--- src/rtl/ram_port_arbiter_pkg.sv ---
// ram_port_arbiter_pkg
// Shared types and helpers for the RAM port arbiter.
//   ram_req_t       : one requester's RAM command (we, word_addr, wr_data, wr_byte_en)
//   rr_first_set()  : round-robin search for the first set request bit
//   DEFAULT_RD_LAT  : RAM read latency for the default output-register setting
// The command widths live here so that every block exchanging ram_req_t
// agrees on them; the arbiter refuses to elaborate with different widths.
package ram_port_arbiter_pkg;

  localparam int PKG_WORD_BIT_WIDTH      = 32;
  localparam int PKG_WORD_ADDR_BIT_WIDTH = 3;
  localparam int PKG_BYTE_EN_BIT_WIDTH   = PKG_WORD_BIT_WIDTH / 8;

  localparam int DEFAULT_USE_OUTPUT_REG  = 1;
  localparam int DEFAULT_RD_LAT          = 1 + DEFAULT_USE_OUTPUT_REG;

  // Upper bound on requesters the round-robin helper can search.
  localparam int RR_MAX_REQ              = 16;
  localparam int RR_MAX_IDX_W            = $clog2(RR_MAX_REQ);

  typedef struct packed {
    logic                               we;
    logic [PKG_WORD_ADDR_BIT_WIDTH-1:0] word_addr;
    logic [PKG_WORD_BIT_WIDTH-1:0]      wr_data;
    logic [PKG_BYTE_EN_BIT_WIDTH-1:0]   wr_byte_en;
  } ram_req_t;

  // Returns the index of the first set bit of req[num_req-1:0], starting at
  // ptr and wrapping around, or -1 when no bit is set. Offsets are scanned
  // from the far end down so the smallest offset from ptr wins.
  function automatic int rr_first_set(input logic [RR_MAX_REQ-1:0] req,
                                      input int                    ptr,
                                      input int                    num_req);
    int idx;
    int found;
    found = -1;
    for (int off = RR_MAX_REQ - 1; off >= 0; off--) begin
      if (off < num_req) begin
        idx = ptr + off;
        if (idx >= num_req) idx = idx - num_req;
        if (req[idx[RR_MAX_IDX_W-1:0]]) found = idx;
      end
    end
    return found;
  endfunction

endpackage

--- src/rtl/ram_port_arbiter_rr_prio_sel.sv ---
// rr_prio_sel
// Combinational round-robin selector.
//   req       : request vector
//   ptr       : index with the highest priority this cycle
//   gnt       : one-hot grant (zero when no request)
//   gnt_idx   : binary index of the granted requester (0 when none)
//   gnt_valid : a grant was made
module rr_prio_sel
  import ram_port_arbiter_pkg::*;
#(
  parameter int NUM_REQ = 2
) (
  input  logic [NUM_REQ-1:0]         req,
  input  logic [$clog2(NUM_REQ)-1:0] ptr,
  output logic [NUM_REQ-1:0]         gnt,
  output logic [$clog2(NUM_REQ)-1:0] gnt_idx,
  output logic                       gnt_valid
);

  localparam int IDX_W = $clog2(NUM_REQ);

  logic [RR_MAX_REQ-1:0] req_ext;
  int                    sel;

  always_comb begin
    req_ext              = '0;
    req_ext[NUM_REQ-1:0] = req;
    sel                  = rr_first_set(req_ext, int'(ptr), NUM_REQ);
    gnt                  = '0;
    gnt_idx              = '0;
    gnt_valid            = 1'b0;
    if (sel >= 0) begin
      gnt_valid    = 1'b1;
      gnt_idx      = IDX_W'(sel);
      gnt[gnt_idx] = 1'b1;
    end
  end

endmodule

--- src/rtl/ram_port_arbiter.sv ---
// ram_port_arbiter
// Shares one single-port write-first RAM between NUM_REQ requesters with a
// round-robin grant, an optional bounded lock for back-to-back beats, and a
// read-return path whose valid strobe matches the RAM read latency.
//   i_clk, i_async_rst_n       : clock, asynchronous active-low reset
//   i_req/i_lock/i_we          : per-requester request, lock, write select
//   i_word_addr/i_wr_data/
//   i_wr_byte_en               : per-requester command fields
//   o_gnt                      : one-hot grant, access happens at this edge
//   o_rd_valid/o_rd_data       : registered read return (data broadcast)
//   o_ram_*                    : command to the RAM, zero when idle
//   i_ram_rd_data              : RAM read data
module ram_port_arbiter
  import ram_port_arbiter_pkg::*;
#(
  parameter int NUM_REQ             = 2,
  parameter int WORD_BIT_WIDTH      = 32,
  parameter int WORD_ADDR_BIT_WIDTH = 3,
  parameter int USE_OUTPUT_REG      = 1,
  parameter int MAX_LOCK_BEATS      = 4
) (
  input  logic                                             i_clk,
  input  logic                                             i_async_rst_n,
  input  logic [NUM_REQ-1:0]                               i_req,
  input  logic [NUM_REQ-1:0]                               i_lock,
  input  logic [NUM_REQ-1:0]                               i_we,
  input  logic [NUM_REQ-1:0][WORD_ADDR_BIT_WIDTH-1:0]      i_word_addr,
  input  logic [NUM_REQ-1:0][WORD_BIT_WIDTH-1:0]           i_wr_data,
  input  logic [NUM_REQ-1:0][WORD_BIT_WIDTH/8-1:0]         i_wr_byte_en,
  output logic [NUM_REQ-1:0]                               o_gnt,
  output logic [NUM_REQ-1:0]                               o_rd_valid,
  output logic [WORD_BIT_WIDTH-1:0]                        o_rd_data,
  output logic                                             o_ram_we,
  output logic [WORD_ADDR_BIT_WIDTH-1:0]                   o_ram_word_addr,
  output logic [WORD_BIT_WIDTH-1:0]                        o_ram_wr_data,
  output logic [WORD_BIT_WIDTH/8-1:0]                      o_ram_wr_byte_en,
  input  logic [WORD_BIT_WIDTH-1:0]                        i_ram_rd_data
);

  localparam int IDX_W  = $clog2(NUM_REQ);
  localparam int CNT_W  = $clog2(MAX_LOCK_BEATS + 1);
  localparam int RD_LAT = 1 + USE_OUTPUT_REG;

  if (NUM_REQ < 2) begin : g_err_num_req
    $error("ram_port_arbiter: NUM_REQ must be at least 2");
  end
  if (NUM_REQ > RR_MAX_REQ) begin : g_err_num_req_max
    $error("ram_port_arbiter: NUM_REQ exceeds RR_MAX_REQ");
  end
  if (MAX_LOCK_BEATS < 1) begin : g_err_lock
    $error("ram_port_arbiter: MAX_LOCK_BEATS must be at least 1");
  end
  if (USE_OUTPUT_REG != 0 && USE_OUTPUT_REG != 1) begin : g_err_outreg
    $error("ram_port_arbiter: USE_OUTPUT_REG must be 0 or 1");
  end
  if (WORD_BIT_WIDTH != PKG_WORD_BIT_WIDTH ||
      WORD_ADDR_BIT_WIDTH != PKG_WORD_ADDR_BIT_WIDTH) begin : g_err_width
    $error("ram_port_arbiter: widths must match ram_port_arbiter_pkg");
  end

  typedef struct packed {
    logic             valid;
    logic [IDX_W-1:0] idx;
  } rd_tag_t;

  logic [IDX_W-1:0] ptr_q;
  logic             lock_valid_q;
  logic [IDX_W-1:0] lock_owner_q;
  logic [CNT_W-1:0] lock_cnt_q;

  logic [NUM_REQ-1:0] rr_gnt;
  logic [IDX_W-1:0]   rr_idx;
  logic               rr_valid;

  logic               lock_hold;
  logic               gnt_valid;
  logic [IDX_W-1:0]   gnt_idx;
  ram_req_t           sel_req;

  rd_tag_t            tag_pipe_q [RD_LAT];
  rd_tag_t            new_tag;
  rd_tag_t            last_tag;

  function automatic logic [IDX_W-1:0] idx_next(input logic [IDX_W-1:0] idx);
    return (idx == IDX_W'(NUM_REQ - 1)) ? '0 : idx + IDX_W'(1);
  endfunction

  rr_prio_sel #(
    .NUM_REQ (NUM_REQ)
  ) u_rr_prio_sel (
    .req       (i_req),
    .ptr       (ptr_q),
    .gnt       (rr_gnt),
    .gnt_idx   (rr_idx),
    .gnt_valid (rr_valid)
  );

  // The lock owner keeps the port only while it still requests and locks
  // and has beats left; otherwise plain round-robin decides.
  assign lock_hold = lock_valid_q && i_req[lock_owner_q] && i_lock[lock_owner_q] &&
                     (lock_cnt_q < CNT_W'(MAX_LOCK_BEATS));

  always_comb begin
    gnt_valid = lock_hold | rr_valid;
    gnt_idx   = lock_hold ? lock_owner_q : rr_idx;
    o_gnt     = rr_gnt;
    if (lock_hold) begin
      o_gnt               = '0;
      o_gnt[lock_owner_q] = 1'b1;
    end
  end

  always_comb begin
    sel_req = '0;
    if (gnt_valid) begin
      sel_req.we         = i_we[gnt_idx];
      sel_req.word_addr  = i_word_addr[gnt_idx];
      sel_req.wr_data    = i_wr_data[gnt_idx];
      sel_req.wr_byte_en = i_wr_byte_en[gnt_idx];
    end
  end

  assign o_ram_we         = sel_req.we;
  assign o_ram_word_addr  = sel_req.word_addr;
  assign o_ram_wr_data    = sel_req.wr_data;
  assign o_ram_wr_byte_en = sel_req.wr_byte_en;

  // The lock count includes the opening grant, so the beat that brings it to
  // MAX_LOCK_BEATS releases the lock and hands priority to the next index.
  always_ff @(posedge i_clk or negedge i_async_rst_n) begin
    if (!i_async_rst_n) begin
      ptr_q        <= '0;
      lock_valid_q <= 1'b0;
      lock_owner_q <= '0;
      lock_cnt_q   <= '0;
    end else if (lock_hold) begin
      if (lock_cnt_q == CNT_W'(MAX_LOCK_BEATS - 1)) begin
        lock_valid_q <= 1'b0;
        lock_cnt_q   <= '0;
        ptr_q        <= idx_next(lock_owner_q);
      end else begin
        lock_cnt_q <= lock_cnt_q + CNT_W'(1);
      end
    end else if (rr_valid) begin
      ptr_q <= idx_next(rr_idx);
      if (i_lock[rr_idx] && (MAX_LOCK_BEATS > 1)) begin
        lock_valid_q <= 1'b1;
        lock_owner_q <= rr_idx;
        lock_cnt_q   <= CNT_W'(1);
      end else begin
        lock_valid_q <= 1'b0;
        lock_cnt_q   <= '0;
      end
    end else begin
      lock_valid_q <= 1'b0;
      lock_cnt_q   <= '0;
    end
  end

  // Every grant pushes a tag so returns stay aligned with the RAM pipeline;
  // writes push an empty one.
  always_comb begin
    new_tag       = '0;
    new_tag.valid = gnt_valid & ~sel_req.we;
    new_tag.idx   = gnt_idx;
  end

  assign last_tag = tag_pipe_q[RD_LAT-1];

  always_ff @(posedge i_clk or negedge i_async_rst_n) begin
    if (!i_async_rst_n) begin
      for (int i = 0; i < RD_LAT; i++) tag_pipe_q[i] <= '0;
    end else begin
      tag_pipe_q[0] <= new_tag;
      for (int i = 1; i < RD_LAT; i++) tag_pipe_q[i] <= tag_pipe_q[i-1];
    end
  end

  always_ff @(posedge i_clk or negedge i_async_rst_n) begin
    if (!i_async_rst_n) begin
      o_rd_valid <= '0;
      o_rd_data  <= '0;
    end else begin
      o_rd_valid <= '0;
      if (last_tag.valid) begin
        o_rd_valid[last_tag.idx] <= 1'b1;
        o_rd_data                <= i_ram_rd_data;
      end
    end
  end

endmodule

--- config.mk ---
export PLATFORM = sky130hd
export DESIGN_NAME = ram_port_arbiter
export DESIGN_NICKNAME = d
export VERILOG_FILES = /design/src/rtl/ram_port_arbiter_pkg.sv /design/src/rtl/ram_port_arbiter_rr_prio_sel.sv /design/src/rtl/ram_port_arbiter.sv
export SDC_FILE = /design/constraint.sdc
export NUM_CORES = 1
export LEC_CHECK = 0
export CAP_MARGIN = 30
export CORE_ASPECT_RATIO = 1.1
export CORE_UTILIZATION = 31
export DETAILED_ROUTE_END_ITERATION = 7
export GPL_ROUTABILITY_DRIVEN = 0
export PLACE_DENSITY_LB_ADDON = 0.3
export SYNTH_ARGS = -nofsm -noshare
export SYNTH_HDL_FRONTEND = slang
export SYNTH_SLANG_ARGS = --single-unit
--- constraint.sdc ---
create_clock -name i_clk -period 2 [get_ports i_clk]
set_input_delay 0.4 -clock i_clk [delete_from_list [all_inputs] [get_ports i_clk]]
set_output_delay 0.4 -clock i_clk [all_outputs]
set_load 0.02 [all_outputs]
# Word level (Yosys, flattened, before mapping)
# Index checks and enable logic that the tools add are counted.
# word_totals
latch_bits	0
rom_bits	0
ram_bits	0
n_memories	0
wordCells	93
ff_bits	44
in_bits	118
# classes
n_bitwise	4
eq_ne	2
addsub	6
magnitude_cmp	14
mux	48
n_mul	0
n_reduce_logical	9
n_div	0
shifts	0
# op_table
op	count
$mux W32	6
$mux W40	1
$ge A32 B1 Y1 const B	1
$ge A32 B3 Y1 const B	1
$sub A32 B3 Y32 const B	1
$mux W1	26
$mux W3	5
$lt A1 B2 Y1 const B	5
$lt A4 B5 Y1 const B	2
$bmux W1 S4	2
$mux W4	2
$logic_and A1 B1 Y1	6
$mux W2	3
$add A3 B1 Y3 const B	1
$demux W1 S1	3
$eq A3 B2 Y1 const B	1
$ge A1 B1 Y1 const B	3
$lt A3 B3 Y1 const B	1
$reduce_and A3 Y1	1
$sub A1 B2 Y3 const B	1
$add A1 B1 Y1 const B	2
$add A1 B1 Y2 const B	1
$ge A1 B2 Y1 const B	1
$ne A2 B1 Y1 const B	1
other kinds (5)	6

# Depth between registers and ports, before layout
# Gate-level depths: netlist of the first run.
# logic_depth
ltp_word	15
mapped_depth	6
mapped_depth_nobuf	4

# Hierarchy
# Synthesis of the first run repeated with hierarchy kept, for this count alone.
# unflattened
cells_unflattened	257
hier_area_um2	2665.1
# by_module_without_submodules
mod	area_per_inst_um2	cells_each	n_inst	seq_area_each_um2
ram_port_arbiter	2632.5	252	1	1101.1
rr_prio_sel	32.5	5	1	0.0

# Least setup slack after synthesis of the first run
# Ideal clock, no wire load.
# synth_path
path_kind	reg-to-output
from	register lock_cnt_q[2]
to	output o_ram_word_addr[0]
t_required_ns	1.600
n_path_buf	2
arrival_time_ns	1.367
setup_slack_ns	0.233
path_stages_with_launch	7
cell_sequence	dfrtp_1 > and3b_1 > o21ai_1 > o21a_1 > buf_6 > buf_6 > a22o_1
# synth_between
elab_chain_len	6
# synth_lines
element	line_no	source
start: declaration	ram_port_arbiter.sv:69	logic [CNT_W-1:0] lock_cnt_q;
start signal: assignment	ram_port_arbiter.sv:142	lock_cnt_q <= lock_cnt_q + CNT_W'(1);
$lt A3 B3 Y1 (*)	ram_port_arbiter.sv:101	(lock_cnt_q < CNT_W'(MAX_LOCK_BEATS));
$logic_and A1 B1 Y1 (*)	ram_port_arbiter.sv:100	assign lock_hold = lock_valid_q && i_req[lock_owner_q] && i_lock[lock_owner_q] &&
$mux W1	ram_port_arbiter.sv:105	gnt_idx = lock_hold ? lock_owner_q : rr_idx;
$mux W3 (not written as such) (2 in series)	ram_port_arbiter.sv:117	sel_req.word_addr = i_word_addr[gnt_idx];
$mux W40 (*)	ram_port_arbiter.sv:115	if (gnt_valid) begin
end: declaration	ram_port_arbiter.sv:34	output logic [WORD_ADDR_BIT_WIDTH-1:0] o_ram_word_addr,
# Every way passes the cells marked *; elsewhere a longest branch is shown, timed or not. The select of a mux whose other input is x is not followed.

# Final worst setup path of the first run
# layout_path
from	input i_req[0]
to	output o_ram_word_addr[0]
# layout_between
elab_chain_len	10
# layout_lines
element	line_no	source
start: declaration	ram_port_arbiter.sv:24	input logic [NUM_REQ-1:0] i_req,
$bmux W1 S4	ram_port_arbiter_pkg.sv:41	if (req[idx[RR_MAX_IDX_W-1:0]]) found = idx;
$mux W1 (not written as such)	ram_port_arbiter_pkg.sv:41	
$mux W32 (2 in series)	ram_port_arbiter_pkg.sv:41	
$ge A32 B1 Y1	ram_port_arbiter_rr_prio_sel.sv:32	if (sel >= 0) begin
$mux W1	ram_port_arbiter_rr_prio_sel.sv:32	
$mux W1	ram_port_arbiter.sv:105	
$mux W3 (not written as such) (2 in series)	ram_port_arbiter.sv:117	
$mux W40 (*)	ram_port_arbiter.sv:115	
# Marked as above.

==> impl.org, run 1 <==
** Timing
- Total count of max-transition violations in the final report :: 0
- Hold slack :: 0.05292 ns
- Final setup skew :: 0.007874 ns
- RSZ-0062 raised after global routing :: yes
- The final-report hold violation count was 0.
- The worst path uses 114.0% of the clock period.
- Crit path time final :: 2.279 ns
- Final setup violation count :: 41
- Summed over all failing endpoints, the final setup total negative slack is -9.777 ns.
- Post-route worst setup slack :: -0.2794 ns
- Maximum frequency from static timing analysis :: 438.7 MHz

** Detailed routing
- For this block, the via count after detailed routing is 2224.
- Post-route ant nets :: 0
- For this block, the initial DRC count from the detailed router was 46.
- After detailed routing, the number of vias per cell comes to 4.814.
- Wire length after detailed routing :: 7157 µm
- The first detailed-routing pass ran for 4 iterations.
- DRC :: 0
- Detail-routed net length per standard cell :: 15.49 µm

** Pwr
- The completed layout was analyzed and its total power is 3.290 mW.
- The worst-case IR drop observed on VDD is 425.0 µV.
- Total leakage power :: 1.983 nW
- Pwr Density :: 726.5 nW/µm²

** Synth
- Post-synthesis cell count :: 169
- Yosys warning count :: 0
- Main area contributors after synthesis :: sky130_fd_sc_hd__dfrtp_1 (51%), sky130_fd_sc_hd__a22o_1 (17%), sky130_fd_sc_hd__mux2_2 (9.4%), sky130_fd_sc_hd__mux2_1 (7.3%), sky130_fd_sc_hd__buf_6 (2.6%)
- Count of unique library cells instantiated by Yosys :: 26
- Most common library cells after synthesis :: sky130_fd_sc_hd__dfrtp_1 (44), sky130_fd_sc_hd__a22o_1 (42), sky130_fd_sc_hd__mux2_2 (18)
- Of the synthesized area, sequential elements account for 51.25%.
- The largest total area in the synthesized netlist belongs to sky130_fd_sc_hd__dfrtp_1.
- Yosys instantiated no cell more often than sky130_fd_sc_hd__dfrtp_1.
- The number of nets handed over by synthesis was 288.
- Share of async-settable or async-resettable flops after synthesis :: 100.0%
- In this run, synthesis inferred 0 flip-flops with an integrated enable.
- The most used flip-flop cell after synthesis is sky130_fd_sc_hd__dfrtp_1.
- In this run the biggest area consumer among cell types represents 51.25% of the synthesized area.
- The cell area that synthesis handed to floorplanning was 2148 µm².
- Number of synthesized register bits :: 44
- Per-instance average area after synthesis :: 12.71 µm²

** Finish
- Compared with the post-synthesis result, the final layout area differs by 110.8%.
- Nets :: 498
- Ant. Diodes :: 0
- Across the whole layout, storage elements account for 1101 µm².
- Final std cell area, no fill :: 4528 µm²
- Area of the multi-input gates :: 945.9 µm²
- Cells with a size suffix above 1 make up 25.79% of the layout.
- Filler cells :: 493

** Outcome
- Violated checks :: negative setup slack
- The flow ran to the end, but the final reports show violations.

** Global routing
- In this run the most used layer during global routing was met2.
- Overflow left after global routing :: 0
- The first global-routing pass estimated 10660 µm of wire.
- Entering global routing, the biggest net connects 26 pins.
- Via count of the first global-routing pass :: 2222
- The number of antenna violations at the first check in global routing was 0.
- For this run, the total global-route usage over all layers was measured as 19.31%.
- Global routing usage on met3 :: 6.122%
- Met2 capacity usage during global routing :: 36.06%
- For met1 alone, demand over resource in global routing was 20.98%.

** Floorplanning
- Standard cell core area :: 6633 µm²
- Height of the die :: 89.31 µm
- Die Footprint :: 7267 µm²
- Number of placed I/O pins :: 194
- The initial utilization of the core area, before any placement, comes to 32.39%.
- Overall die width :: 81.37 µm
- After floorplanning, the core was divided into 31 placement rows.

** Worst setup path
- Req. time, crit path :: 1.60 ns
- Of all nets on the critical path, the largest fanout is 7.
- Kind of capture point of the worst setup path :: output pin
- The critical path in this run is classified as input pin to output pin.
- Data arrival at the endpoint of the critical path :: 1.88 ns
- Kind of start point of the critical path :: input pin

** Clocking
- Reg clk slew, reported paths :: 0.09 ns
- Clock latency reported for the late side of the worst-skew pair :: 0.29 ns
- In this run, post-CTS hold repair placed 0 buffers.
- Root cell of the clock tree :: sky130_fd_sc_hd__clkbuf_8
- Level count of the clock H-tree :: 2
- Buffer levels on the longest clock path :: 2
- Counting every sink on the clock net gives 44.
- Counting the buffers created by CTS gives 5.
- TritonCTS built the clock tree.

** Job
- Max-cap violations in this run came to 0.

** Placement
- Estimated wirelength of the detail-placed design :: 5701 µm
- Post-Place Cell Area :: 4218 µm²
- At the placement stage, the worst setup path has a slack of -0.7636 ns.
- Port buffering added 193 buffers.

** Min path
- Class of the tightest hold or removal check :: input pin to async pin
[sequential cells by signal, summed over array words and instances (netlist names)]
signal / flops
ptr_q: 1
o_rd_data: 32
tag_pipe_q: 2
o_rd_valid: 2
lock_cnt_q: 3
lock_owner_q: 1
last_tag: 2
lock_valid_q: 1
[final cells by class]
| cell class | instances | share of cell area [%] |
|---|---|---|
| Tap cell | 82 | 2.266 |
| Multi-Input combinational cell | 106 | 20.89 |
| Inverter | 4 | 0.3316 |
| Sequential cell | 44 | 24.32 |
| Clock inverter | 3 | 0.4145 |
| Clock buffer | 5 | 1.520 |
| Timing Repair Buffer | 218 | 50.26 |
[metrics by stage]
| stage | util (%) | instances |
|---|---|---|
| 5_1_grt | 68.27 | 462 |
| 2_1_floorplan | - | 169 |
| 6_report | 68.27 | 462 |
| 4_1_cts | 68.14 | 462 |
| 3_5_place_dp | 63.59 | 445 |
| 3_3_place_gp | 63.59 | 445 |
[cells in the final DEF (no fill, tap or decap), types with 2 or more instances in the layout]
cell,count
sky130_fd_sc_hd__a22o_1,41
sky130_fd_sc_hd__and2_1,2
sky130_fd_sc_hd__nor2b_1,2
sky130_fd_sc_hd__o21a_1,2
sky130_fd_sc_hd__nand2_1,2
sky130_fd_sc_hd__mux2_1,14
sky130_fd_sc_hd__buf_4,13
sky130_fd_sc_hd__a211oi_1,2
sky130_fd_sc_hd__inv_1,4
sky130_fd_sc_hd__clkdlybuf4s50_1,148
sky130_fd_sc_hd__dlygate4sd2_1,2
sky130_fd_sc_hd__dfrtp_1,44
sky130_fd_sc_hd__buf_8,2
sky130_fd_sc_hd__clkbuf_8,5
sky130_fd_sc_hd__buf_6,47
sky130_fd_sc_hd__o21ai_1,3
sky130_fd_sc_hd__buf_12,3
sky130_fd_sc_hd__a21oi_1,4
sky130_fd_sc_hd__buf_16,2
sky130_fd_sc_hd__mux2_2,18
sky130_fd_sc_hd__clkinv_2,2
sky130_fd_sc_hd__and3b_1,2
sky130_fd_sc_hd__nor2_1,3
[kinds of logic after synthesis]
| family | after synthesis | synth area share, % |
|---|---|---|
| multiplexers | 32 | 16.77 |
| AO/OA/AOI/OAI | 57 | 21.49 |
| buffers and inverters | 19 | 5.707 |
| other | 1 | 0.1746 |
| flip-flops | 44 | 51.25 |
| AND/OR/NAND/NOR | 15 | 4.019 |
| adder cells (fa/ha/maj) | 1 | 0.5823 |
[critical path: stages]
cell and delay, ns:
sky130_fd_sc_hd__clkdlybuf4s50_1 0.51, sky130_fd_sc_hd__inv_1 0.07, sky130_fd_sc_hd__a21oi_2 0.16, sky130_fd_sc_hd__a21boi_4 0.10, sky130_fd_sc_hd__buf_4 0.14, sky130_fd_sc_hd__buf_4 0.15
sky130_fd_sc_hd__a22o_1 0.20, sky130_fd_sc_hd__buf_6 0.13
[report_power, final]
part,internal (mW),switching [mW]
Sequential,1.05,0.0876
Clock,0.243,0.294
Combinational,0.930,0.684
[path summary, 6_finish.rpt]
path                                       endpoint  slack (ns)  cells after the start                    start
max                              o_ram_word_addr[0]       -0.28                      8                 i_req[0]
min                         lock_cnt_q[1]$_DFF_PN0_        0.05                      1            i_async_rst_n
max reg2reg                       ptr_q$_DFFE_PN0P_        0.40                      7  lock_cnt_q[2]$_DFF_PN0_
min reg2reg                   last_tag[1]$_DFF_PN0_        0.35                      0  tag_pipe_q[3]$_DFF_PN0_
max in group asynchronous  o_rd_data[4]$_DFFE_PN0P_        1.46                      2            i_async_rst_n
min in group i_clk            last_tag[1]$_DFF_PN0_        0.35                      0  tag_pipe_q[3]$_DFF_PN0_
[routing by layer]
layer	vias up	part of all wire, %	wire length, µm
met5	-	0	0
met2	119	54	3859
li1	1056	-	-
met3	6	9.8	704
met1	1043	35	2529
met4	0	0.88	63
[repair_timing]
| item | CTS | global route |
|---|---|---|
| setup buffers | 5 | 0 |
| gates resized for setup | 259 | 1 |
| setup endpoints to repair | 42 | 42 |
| pin swaps | 42 | 3 |
| cloned | 4 | 0 |
Power figures use the tool's default switching activity.
==> inputs of run 2 (changes only) <==
--- a/config.mk
+++ b/config.mk
@@ -7,10 +7,11 @@
 export LEC_CHECK = 0
 export CAP_MARGIN = 30
 export CORE_ASPECT_RATIO = 1.1
-export CORE_UTILIZATION = 31
+export CORE_UTILIZATION = 35
 export DETAILED_ROUTE_END_ITERATION = 7
 export GPL_ROUTABILITY_DRIVEN = 0
 export PLACE_DENSITY_LB_ADDON = 0.3
 export SYNTH_ARGS = -nofsm -noshare
 export SYNTH_HDL_FRONTEND = slang
+export SYNTH_HIERARCHICAL = 1
 export SYNTH_SLANG_ARGS = --single-unit
==> impl.org, run 2 <==
** Finish
- Register with the highest flop count :: o_rd_data (unchanged)
- The number of flip-flops under the largest register name was 32 (unchanged).
- The fraction of final layout cells sized beyond drive strength 1 was 50.31% (was 25.79%).
- Leading cell types in the layout, fill and taps excluded: sky130_fd_sc_hd__clkdlybuf4s50_1 (146), sky130_fd_sc_hd__dfrtp_1 (44), sky130_fd_sc_hd__mux2_2 (35) (was sky130_fd_sc_hd__clkdlybuf4s50_1 (148), sky130_fd_sc_hd__buf_6 (47), sky130_fd_sc_hd__dfrtp_1 (44)).
- The number of filler cells placed in the layout was 442 (was 493).
- Ant. Diodes :: 0 (unchanged)
- Registers with the highest flip-flop counts :: o_rd_data: 32 flops, lock_cnt_q: 3 flops (unchanged)
- Nets :: 599 (was 498)
- Fraction of the core area covered by cells at the end of the flow :: 80.51% (was 68.27%)
- The most common cell after layout, fill and taps aside was sky130_fd_sc_hd__clkdlybuf4s50_1 (unchanged).
- The area growth from synthesis to layout was 124.5% (was 110.8%).

** Placement
- Input/output buffers :: 193 (unchanged)
- Estimated wirelength of the detail-placed design :: 5760 µm (was 5701 µm)

** Worst setup path
- Number of cells traversed by the worst register-to-register path :: 7 (unchanged)
- The data required time of the worst path is 1.60 ns (about the same).
- Critical-path top delay cell :: sky130_fd_sc_hd__dfrtp_1 (was sky130_fd_sc_hd__clkdlybuf4s50_1)
- Cells along the critical path: a21o_1 -> buf_6 -> a41o_4 -> buf_8 -> clkbuf_16 -> nand3_2 -> a21oi_2 -> buf_4 (was clkdlybuf4s50_1 -> inv_1 -> a21oi_2 -> a21boi_4 -> buf_4 -> buf_4 -> a22o_1 -> buf_6).
- Data arrival at the endpoint of the critical path :: 1.95 ns (was 1.88 ns)
- The nature of the critical path startpoint is a register (was input pin).
- The top fanout value on the critical path came to 5 (was 7).
- The slack of the worst reg-to-reg path is 0.24 ns (was 0.40 ns).
- CP Class :: register to output pin (was input pin to output pin)
- Worst flop-to-flop path startpoint :: ptr_q$_DFFE_PN0P_ (was lock_cnt_q[2]$_DFF_PN0_)
- End of the worst register-to-register path :: lock_owner_q$_DFFE_PN0P_ (was ptr_q$_DFFE_PN0P_)
- The maximum cell stage delay along the critical path was 0.38 ns (was 0.51 ns).
- Kind of capture point of the worst setup path :: output pin (unchanged)

** Clocking
- The clock edge transition at the registers on the reported setup and hold paths is 0.08 ns (was 0.09 ns).
- The CTS sink count came to 44 (unchanged).
- The root buffer selected by CTS is sky130_fd_sc_hd__clkbuf_8 (unchanged).
- Level count of the clock H-tree :: 2 (unchanged)
- The clock tree from TritonCTS was yes (unchanged).
- Clock latency reported for the late side of the worst-skew pair :: 0.29 ns (about the same)
- TritonCTS Buffers :: 5 (unchanged)
- The maximum count of clock buffers along a single path was 2 (unchanged).
- Number of hold-repair buffers added at the cts stage :: 0 (unchanged)

** Timing
- RSZ-0062 raised after global routing :: yes (unchanged)
- In this run the tightest slew margin relative to its limit is 64.32%.
- The highest clock frequency the design can meet came to 424.7 MHz (was 438.7 MHz).
- The aggregate negative setup slack is -12.00 ns (was -9.777 ns).
- The final-report hold violation count came to 0 (unchanged).
- Period Utilization, post-route :: 117.7% (was 114.0%)
- The worst clock skew is 0.001625 ns (was 0.007874 ns).
- Final setup violation count :: 42 (was 41)
- Crit path time final :: 2.354 ns (was 2.279 ns)
- The count of final max-slew check failures is 0 (unchanged).
- Post-route worst setup slack :: -0.3545 ns (was -0.2794 ns)
- At the pin with the least slew margin, the transition time is 0.5352 ns.

** Floorplanning
- The count of pins on the block boundary is 194 (unchanged).
- Number of core rows :: 33 (was 31)
- Height of the die :: 93.52 µm (was 89.31 µm)
- The die boundary width is 85.20 µm (was 81.37 µm).
- The die footprint was 7968 µm² (was 7267 µm²).
- Standard cell core area :: 7432 µm² (was 6633 µm²)
- The starting density of the core is 35.86% (was 32.39%).

** Pwr
- Pwr Density :: 746.3 nW/µm² (was 726.5 nW/µm²)
- Maximum vdd drop :: 385.8 µV (was 425.0 µV)
- The cell leakage power is 2.402 nW (was 1.983 nW).

** Global routing
- Global-route usage over all layers :: 23.14% (was 19.31%)
- The overall overflow remaining after global route was 0 (unchanged).
- The global-route wire length before repair was 14210 µm (was 10660 µm).
- The number of antenna violations at the first check in global routing came to 0 (unchanged).
- The via count of the first global-routing pass is 2860 (was 2222).
- The maximum number of pins on one net before global-route repair was 45 (was 26).

** Synth
- The most repeated cell in the gate-level netlist after synthesis is sky130_fd_sc_hd__dfrtp_1 (unchanged).
- The register bit total from synthesis is 44 (unchanged).
- Most common library cells after synthesis: sky130_fd_sc_hd__dfrtp_1 (44), sky130_fd_sc_hd__a21oi_2 (41), sky130_fd_sc_hd__nand3_1 (41) (was sky130_fd_sc_hd__dfrtp_1 (44), sky130_fd_sc_hd__a22o_1 (42), sky130_fd_sc_hd__mux2_2 (18)).
- Main area contributors after synthesis :: sky130_fd_sc_hd__dfrtp_1 (41%), sky130_fd_sc_hd__mux2_2 (15%), sky130_fd_sc_hd__a21oi_2 (13%), sky130_fd_sc_hd__nand3_1 (7.7%), sky130_fd_sc_hd__o21ai_0 (7.5%) (was sky130_fd_sc_hd__dfrtp_1 (51%), sky130_fd_sc_hd__a22o_1 (17%), sky130_fd_sc_hd__mux2_2 (9.4%), sky130_fd_sc_hd__mux2_1 (7.3%), sky130_fd_sc_hd__buf_6 (2.6%))
- Synthesized net count :: 376 (was 288)
- Share of async-settable or async-resettable flops after synthesis :: 100.0% (unchanged)
- The instance count of the mapped netlist was 257 (was 169).
- Synthesized cell area :: 2665 µm² (was 2148 µm²)
- The average size of a mapped cell came to 10.37 µm² (was 12.71 µm²).
- Number of enable-type register cells in the synthesized netlist :: 0 (unchanged)
- Leading register cell type out of synthesis :: sky130_fd_sc_hd__dfrtp_1 (unchanged)
- The share of synthesized area occupied by flip-flops and latches came to 41.31% (was 51.25%).
- The number of different library cells in the post-synthesis netlist was 32 (was 26).
- Yosys warning count :: 6 (was 0)
- The cell taking the most area after synthesis is sky130_fd_sc_hd__dfrtp_1 (unchanged).
- The fraction of synthesized cell area taken by the top area cell type is 41.31% (was 51.25%).

** Detailed routing
- The average wire per standard cell was 19.66 µm (was 15.49 µm).
- DRC :: 0 (unchanged)
- Wire length after detailed routing :: 11170 µm (was 7157 µm)
- The total via count in the routed design came to 3030 (was 2224).
- The number of DRC markers in iteration 0 is 75 (was 46).
- The number of optimization iterations in the first detailed-route pass is 4 (unchanged).
- Post-DR vias/cell :: 5.335 (was 4.814)
- Post-route ant nets :: 0 (unchanged)

** Outcome
- Violated checks: negative setup slack (unchanged).
- Run status: finished, violations left (unchanged).

** Job
- The max-cap violation count came to 0 (unchanged).

** Min path
- Class of the tightest hold or removal check :: input pin to async pin (unchanged)
run 2: changes by cell type in the layout (fill, tap and decap cells not counted), moves of 14 or more:
cell                      previous run  this run
sky130_fd_sc_hd__a21oi_2             1        31
sky130_fd_sc_hd__mux2_1             14         0
sky130_fd_sc_hd__mux2_2             18        35
sky130_fd_sc_hd__buf_4              13        29
sky130_fd_sc_hd__nand3_2             0        24
sky130_fd_sc_hd__o21ai_1             3        18
sky130_fd_sc_hd__buf_6              47        33
sky130_fd_sc_hd__a22o_1             41         0
run 2: what timing repair did:
item                                    4_1_cts  5_1_grt
pin swaps                                    13       36
gates resized for setup                     298       88
gates cloned                                 10       12
setup buffers                                 9        6
endpoints found under the setup margin       43       42
run 2: per-layer routing:
metal / vias up / track usage, % / routed length (µm)
li1: 1382 / - / -
met1: 1459 / 25.50 / 4000
met2: 163 / 42.94 / 6069
met3: 26 / 4.943 / 759
met4: 0 / 9.322 / 337
met5: - / 0 / 0
run 2: where the power goes:
| group | internal, mW | switching (mW) |
|---|---|---|
| Clock | 0.371 | 0.290 |
| Combinational | 1.41 | 1.22 |
| Sequential | 1.08 | 0.0900 |
run 2: stage by stage:
step                setup WS (ns)  hold WS [ns]  total power [mW]  instances  cell area [µm²]
finish                    -0.3545        0.1661             4.466        568             5983
global route              -0.4597        0.2149             4.677        568             5983
CTS                       -0.3542        0.1815             4.154        552             5324
detailed placement         -1.012        0.3402             3.174        525             4700
global placement          -0.9086        0.3316             3.142        525             4700
floorplan                 0.02708        0.1044             2.207        257             2665
run 2: cells by family (layout without fill, tap and decap cells):
family / count (synthesis) / in the layout / synth area share, %
AO/OA/AOI/OAI: 89 / 89 / 23.61
adder cells (fa/ha/maj): 1 / 1 / 0.4694
buffers and inverters: 30 / 254 / 7.841
flip-flops: 44 / 44 / 41.31
multiplexers: 37 / 37 / 15.54
other: 1 / 1 / 0.1407
AND/OR/NAND/NOR: 55 / 55 / 11.08
run 2: how the worst max path moves through the flow:
stage | startpoint | end | slack, ns | cells past startpoint
after detailed placement | i_req[0] | o_ram_wr_data[13] | -1.01 | 7
final | lock_owner_q$_DFFE_PN0P_ | o_ram_wr_data[10] | -0.35 | 8
after CTS | lock_owner_q$_DFFE_PN0P_ | o_ram_wr_data[7] | -0.35 | 8
after floorplan | i_req[1] | o_ram_word_addr[0] | 0.03 | 5
after global routing | lock_owner_q$_DFFE_PN0P_ | o_ram_wr_data[23] | -0.46 | 8
after global placement | i_req[0] | o_ram_wr_data[13] | -0.91 | 7
run 2: final cells by class:
type	count	area (µm²)	area share, %
timing repair buffer	244	2800	46.80
multi-input combinational	183	1858	31.05
sequential	44	1101	18.40
tap	87	108.9	1.819
clock buffer	6	72.57	1.213
clock inverter	2	35.03	0.5855
inverter	2	7.507	0.1255
run 2: worst max-delay path: cells and delay by family, from the launching register on:
kind,cells,cell delay (ns)
AOI/OAI and AO/OA,3,0.60
DFF,1,0.38
and+or+nand+nor,1,0.07
buffers and inverters,4,0.61
